### config.mk
export PLATFORM = sky130hd
export DESIGN_NAME = pcm_pwm_bank
export DESIGN_NICKNAME = d
export VERILOG_FILES = /design/src/rtl/megabytebeat_pkg.sv /design/src/rtl/pcm_pwm_bank_channel.sv /design/src/rtl/pcm_pwm_bank.sv
export SDC_FILE = /design/constraint.sdc
export NUM_CORES = 1
export LEC_CHECK = 0
export ABC_CLOCK_PERIOD_IN_PS = 14000
export BUFFER_PORTS_ARGS = -buffer_cell sky130_fd_sc_hd__buf_2
export CORE_MARGIN = 2
export CORE_UTILIZATION = 40
export DETAILED_ROUTE_END_ITERATION = 10
export PLACE_DENSITY = 0.62
export SYNTH_ARGS = -nofsm -noshare
export SYNTH_HDL_FRONTEND = slang
export SYNTH_SLANG_ARGS = --single-unit
### constraint.sdc
create_clock -name clk -period 14 [get_ports clk]
set_input_delay 0.7 -clock clk [delete_from_list [all_inputs] [get_ports clk]]
set_output_delay 0.7 -clock clk [all_outputs]
set_load 0.01 [all_outputs]
### src/rtl/megabytebeat_pkg.sv
// Shared definitions for the bytebeat audio path: default widths and sample type.
package megabytebeat_pkg;

  localparam int SAMPLE_W_DEF = 8;
  localparam int NUM_CH_DEF   = 8;

  typedef logic [SAMPLE_W_DEF-1:0] pcm_t;

  // Width of an unsigned sum of n samples of w bits each.
  function automatic int mix_w(input int w, input int n);
    return w + $clog2(n);
  endfunction

endpackage

### src/rtl/pcm_pwm_bank_channel.sv
// One PCM-to-PWM channel: one-entry sample queue, playing sample, period-latched
// compare value, sticky underrun flag and the PWM comparator.
module pcm_pwm_channel
  import megabytebeat_pkg::*;
#(
  parameter int SAMPLE_W = SAMPLE_W_DEF
) (
  input  logic                clk,
  input  logic                reset,
  input  logic                en,
  input  logic                tick,
  input  logic                ramp_zero,
  input  logic [SAMPLE_W-1:0] ramp,
  input  logic [SAMPLE_W-1:0] s_data,
  input  logic                s_vld,
  output logic                s_rdy,
  input  logic                underrun_clr,
  output logic                underrun,
  output logic [SAMPLE_W-1:0] cur,
  output logic                pwm
);

  logic [SAMPLE_W-1:0] nxt;
  logic [SAMPLE_W-1:0] cmp;
  logic                nxt_full;
  logic                take;

  // Ready depends only on state, never on s_vld.
  assign s_rdy = en & ~nxt_full;
  assign take  = s_vld & s_rdy;

  // Queue and playing sample: a tick promotes the queued sample; an accept in
  // the same cycle refills the queue (the tick saw it empty).
  always_ff @(posedge clk or posedge reset) begin
    if (reset) begin
      nxt      <= '0;
      nxt_full <= 1'b0;
      cur      <= '0;
    end else if (!en) begin
      nxt_full <= 1'b0;
      cur      <= '0;
    end else begin
      if (tick && nxt_full) begin
        cur      <= nxt;
        nxt_full <= 1'b0;
      end
      if (take) begin
        nxt      <= s_data;
        nxt_full <= 1'b1;
      end
    end
  end

  // Sticky underrun; a clear wins over a coincident set, disabled channels hold.
  always_ff @(posedge clk or posedge reset) begin
    if (reset)                       underrun <= 1'b0;
    else if (underrun_clr)           underrun <= 1'b0;
    else if (en && tick && !nxt_full) underrun <= 1'b1;
  end

  // Compare value changes only at ramp wrap so a period never glitches.
  always_ff @(posedge clk or posedge reset) begin
    if (reset) begin
      cmp <= '0;
      pwm <= 1'b0;
    end else begin
      if (ramp_zero) cmp <= cur;
      pwm <= en & (ramp < cmp);
    end
  end

endmodule

### src/rtl/pcm_pwm_bank.sv
// N-channel PCM-to-PWM output stage: programmable sample-rate divider, shared
// PWM ramp, per-channel queues/comparators and an optional channel mixer.
// Optional feature: define PCM_PWM_BANK_MIX_EN to build the mixer and mix_pwm;
// otherwise mix_pwm is tied low and no adder is built.
module pcm_pwm_bank
  import megabytebeat_pkg::*;
#(
  parameter int NUM_CH   = NUM_CH_DEF,
  parameter int SAMPLE_W = SAMPLE_W_DEF,
  parameter int DIV_W    = 9
) (
  input  logic                       clk,
  input  logic                       reset,
  input  logic [DIV_W-1:0]           div,
  input  logic [NUM_CH-1:0]          ch_en,
  input  logic [NUM_CH*SAMPLE_W-1:0] s_data,
  input  logic [NUM_CH-1:0]          s_vld,
  output logic [NUM_CH-1:0]          s_rdy,
  output logic                       sample_tick,
  output logic [NUM_CH-1:0]          underrun,
  input  logic                       underrun_clr,
  output logic [NUM_CH-1:0]          pwm,
  output logic                       mix_pwm
);

  logic [DIV_W-1:0]                 cnt;
  logic [SAMPLE_W-1:0]              ramp;
  logic                             ramp_zero;
  logic [NUM_CH-1:0][SAMPLE_W-1:0]  cur;

  assign ramp_zero = (ramp == '0);

  // Sample-period divider; >= lets a lowered div wrap immediately.
  always_ff @(posedge clk or posedge reset) begin
    if (reset) begin
      cnt         <= '0;
      sample_tick <= 1'b0;
    end else if (cnt >= div) begin
      cnt         <= '0;
      sample_tick <= 1'b1;
    end else begin
      cnt         <= cnt + 1'b1;
      sample_tick <= 1'b0;
    end
  end

  // Free-running PWM ramp shared by all channels.
  always_ff @(posedge clk or posedge reset) begin
    if (reset) ramp <= '0;
    else       ramp <= ramp + 1'b1;
  end

  for (genvar i = 0; i < NUM_CH; i++) begin : g_ch
    pcm_pwm_channel #(.SAMPLE_W(SAMPLE_W)) u_ch (
      .clk          (clk),
      .reset        (reset),
      .en           (ch_en[i]),
      .tick         (sample_tick),
      .ramp_zero    (ramp_zero),
      .ramp         (ramp),
      .s_data       (s_data[i*SAMPLE_W +: SAMPLE_W]),
      .s_vld        (s_vld[i]),
      .s_rdy        (s_rdy[i]),
      .underrun_clr (underrun_clr),
      .underrun     (underrun[i]),
      .cur          (cur[i]),
      .pwm          (pwm[i])
    );
  end

`ifdef PCM_PWM_BANK_MIX_EN
  localparam int LG    = $clog2(NUM_CH);
  localparam int MIX_W = mix_w(SAMPLE_W, NUM_CH);

  logic [MIX_W-1:0]    sum;
  logic [SAMPLE_W-1:0] mix;
  logic [SAMPLE_W-1:0] mix_cmp;
  logic                tick_d;

  // Sum of playing samples over enabled channels.
  always_comb begin
    sum = '0;
    for (int i = 0; i < NUM_CH; i++)
      if (ch_en[i]) sum = sum + MIX_W'(cur[i]);
  end

  // cur settles on the tick edge, so the mix is captured one cycle later.
  always_ff @(posedge clk or posedge reset) begin
    if (reset) begin
      tick_d <= 1'b0;
      mix    <= '0;
    end else begin
      tick_d <= sample_tick;
      if (tick_d) mix <= sum[MIX_W-1:LG];
    end
  end

  // Mix PWM uses the same wrap-latched compare scheme as the channels.
  always_ff @(posedge clk or posedge reset) begin
    if (reset) begin
      mix_cmp <= '0;
      mix_pwm <= 1'b0;
    end else begin
      if (ramp_zero) mix_cmp <= mix;
      mix_pwm <= (ramp < mix_cmp);
    end
  end
`else
  logic unused_cur;
  assign unused_cur = ^cur;
  assign mix_pwm    = 1'b0;
`endif

endmodule

==> impl_metrics.toml <==
[sta]
final.setup.tns_ns = 0
period_share = 0.209
rsz0062_at_grt = "false"
slew_headroom = 0.336
maxSlewViolCount = 0
fin_skew_ns = 0.00823
worstMarginPinSlew_ns = 0.997
max_freq_mhz = 342
hold_violations = 0
whs_ns = 0.252
setup_viol = 0
min_period_ns = 2.92

[setup_path]
critPathLaunchType = "flip-flop"
r2r_setup_slack_ns = 11.45
worstReg2RegStart = "ramp[6]"
cp.arrival_ns = 2.22
rr_worst_depth = 4
cp-end-kind = "primary output"
required_ns = 13.30
worstSetupPathType = "reg2out"
r2r-end = "g_ch[7].u_ch.cmp[6]"
critPathMaxFanout = 51

[power_and_ir_drop]
switchingPower_mw = 0.423
pwr-share-clk = 0.414
p_leak_nw = 6.29
swShare = 0.246
pwr-share-comb = 0.117
ir_drop_v = 0.0000857
pwr-share-seq = 0.469
p_per_area_nw_per_um2 = 133
internal_power_mw = 1.30
p_total_mw = 1.72

[detailed_routing]
drt_iter0_drc = 304
avgRoutedWirePerCell_um = 15.1
drc = 0
drtAntennaViolNets = 0
dr.pass1.iters = 4
via_per_inst = 4.79
vias = 6903
wirelength_um = 21700

[place]
hpwlAfterDp_um = 15100
place_congestion = 0.789
dp.cells = 1397
portBuffers = 116
placed_area_sq_um = 12000

[outcome]
status = "complete, no violations"

[floorplan]
die_y_um = 172
core_area_sq_um = 27800
row_count = 61
dieArea_sq_um = 29600
io_pins = 118
dieWidth_um = 172
start_util = 0.406

[cts]
tritoncts = "built"
clk_latency_ns = 0.52
htree_num_levels = 1
cts.sinks = 234
post-cts-setup-buffer-count = 0
clk_path_buf_depth = 3
cts_root_buffer = "clkbuf_16"
cts_made_buffers = 27
ctsHoldBuffers = 0
clk_pin_slew_ns = 0.05
cts_resized = 0

[final_layout]
n_antenna_cell = 0
nets = 1208
seqCellArea_sq_um = 5860
final_cell_count_no_fill = 1442
fin_area_sq_um = 12900
fillers = 2645
multi_input_area_sq_um = 4740
area_delta_synth_final_pct = 14.6
drive_gt1_frac = 0.276

[yosys]
yosys-top-cells-count = "dfrtp_1, inv_1, nand2_1"
async_flop_share = 1.00
synth.distinct_cells = 36
syn_avg_cell_area_sq_um = 11.8
syn_area_sq_um = 11300
yosysWarnings = 0
synth_most_common_cell = "dfrtp_1"
synth-seq-cells = 234
syn_inst = 958
synth_nets = 1118
ys_seq_area_frac = 0.519
synth_top_area_frac = 0.519
ys_top_cells_by_area = "dfrtp_1, mux2_4, ha_1, mux2_2, a21boi_0"
ys.flop_type = "dfrtp_1"
synth_largest_area_cell = "dfrtp_1"
synth-edff-count = 0

[global_route]
grt_max_degree = 85
grt_usage = 0.154
grt-ovfl-total = 0
antenna_found_initial = 0
first_global_vias = 7244
grt_pass1_wl_um = 36800

[run]
drv_cap = 0

[hold_path]
hp-class = "in2async"
## sequential cells by signal, summed over array words and instances (netlist names), 8 cells and up
signal / count
ramp: 8
g_ch.u_ch.nxt: 64
g_ch.u_ch.cmp: 64
g_ch.u_ch.pwm: 8
g_ch.u_ch.cur: 64
g_ch.u_ch.nxt_full: 8
g_ch.u_ch.underrun: 8
cnt: 9
## power by group through the flow
stage	combinational, mW	sequential [mW]	clock (mW)
after floorplan	0.174	0.790	0
after global placement	0.200	0.817	0
after detailed placement	0.205	0.819	0
after CTS	0.206	0.808	0.734
after global routing	0.231	0.818	0.765
final	0.201	0.807	0.714
## logic make-up (layout without fill, tap and decap cells)
| family | after synthesis | in the layout | synth area share |
|---|---|---|---|
| compound gates | 129 | 129 | 0.0802 |
| xor+xnor | 13 | 13 | 0.0101 |
| fa+ha+maj | 68 | 68 | 0.0754 |
| buf+inv | 146 | 252 | 0.0611 |
| flops | 234 | 234 | 0.519 |
| mux | 136 | 136 | 0.155 |
| other cells | 1 | 1 | 0.000332 |
| simple gates | 231 | 231 | 0.0991 |
## worst max-delay path by stage
stage,from,to,cells past startpoint
finish,sample_tick,sample_tick,2
detailed placement,ramp[6],g_ch[3].u_ch.cmp[3],4
CTS,sample_tick,sample_tick,2
global route,sample_tick,sample_tick,2
global placement,ramp[6],g_ch[7].u_ch.cmp[3],4
floorplan,reset,cnt[0],1
## area by class of cell
type                    count  area share
well taps                 378      0.0366
clock buffers              42      0.0659
repair buffers            120      0.0472
flip-flops and latches    234       0.453
multi-input cells         578       0.366
inverters                  87      0.0258
clock inverters             3     0.00532
## critical path, stage by stage, from the launching register on
cell and delay (ns):
dfrtp_2 0.86, buf_4 0.60, buf_2 0.23
## metal layers
layer | share of wire | GRT usage | routed length, um | up-vias
li1 | - | - | - | 3436
met1 | 0.48 | 0.216 | 10500 | 3334
met2 | 0.46 | 0.247 | 9910 | 96
met3 | 0.038 | 0.0266 | 829 | 37
met4 | 0.022 | 0.0417 | 485 | 0
met5 | 0 | 0 | 0 | -
## cells in the final DEF, fill, tap and decap left out, drive strengths merged, types with 9 or more instances in the layout
| master | n |
|---|---|
| dfrtp | 234 |
| mux2 | 128 |
| buf | 120 |
| inv | 88 |
| nand2 | 84 |
| nand3 | 72 |
| ha | 68 |
| a21boi | 64 |
| clkbuf | 42 |
| nor2 | 21 |
| a21oi | 19 |
| nand2b | 17 |
| nor4 | 17 |
| xnor2 | 10 |
| o21ai | 10 |
| a211oi | 9 |
## through the flow
stage,utilization,worst slack [ns]
detailed placement,0.432,11.43
floorplan,-,6.88
finish,0.466,11.08
CTS,0.466,11.04
global placement,0.432,11.43
global route,0.466,10.92
No activity file was read; power rests on OpenSTA's default activity.
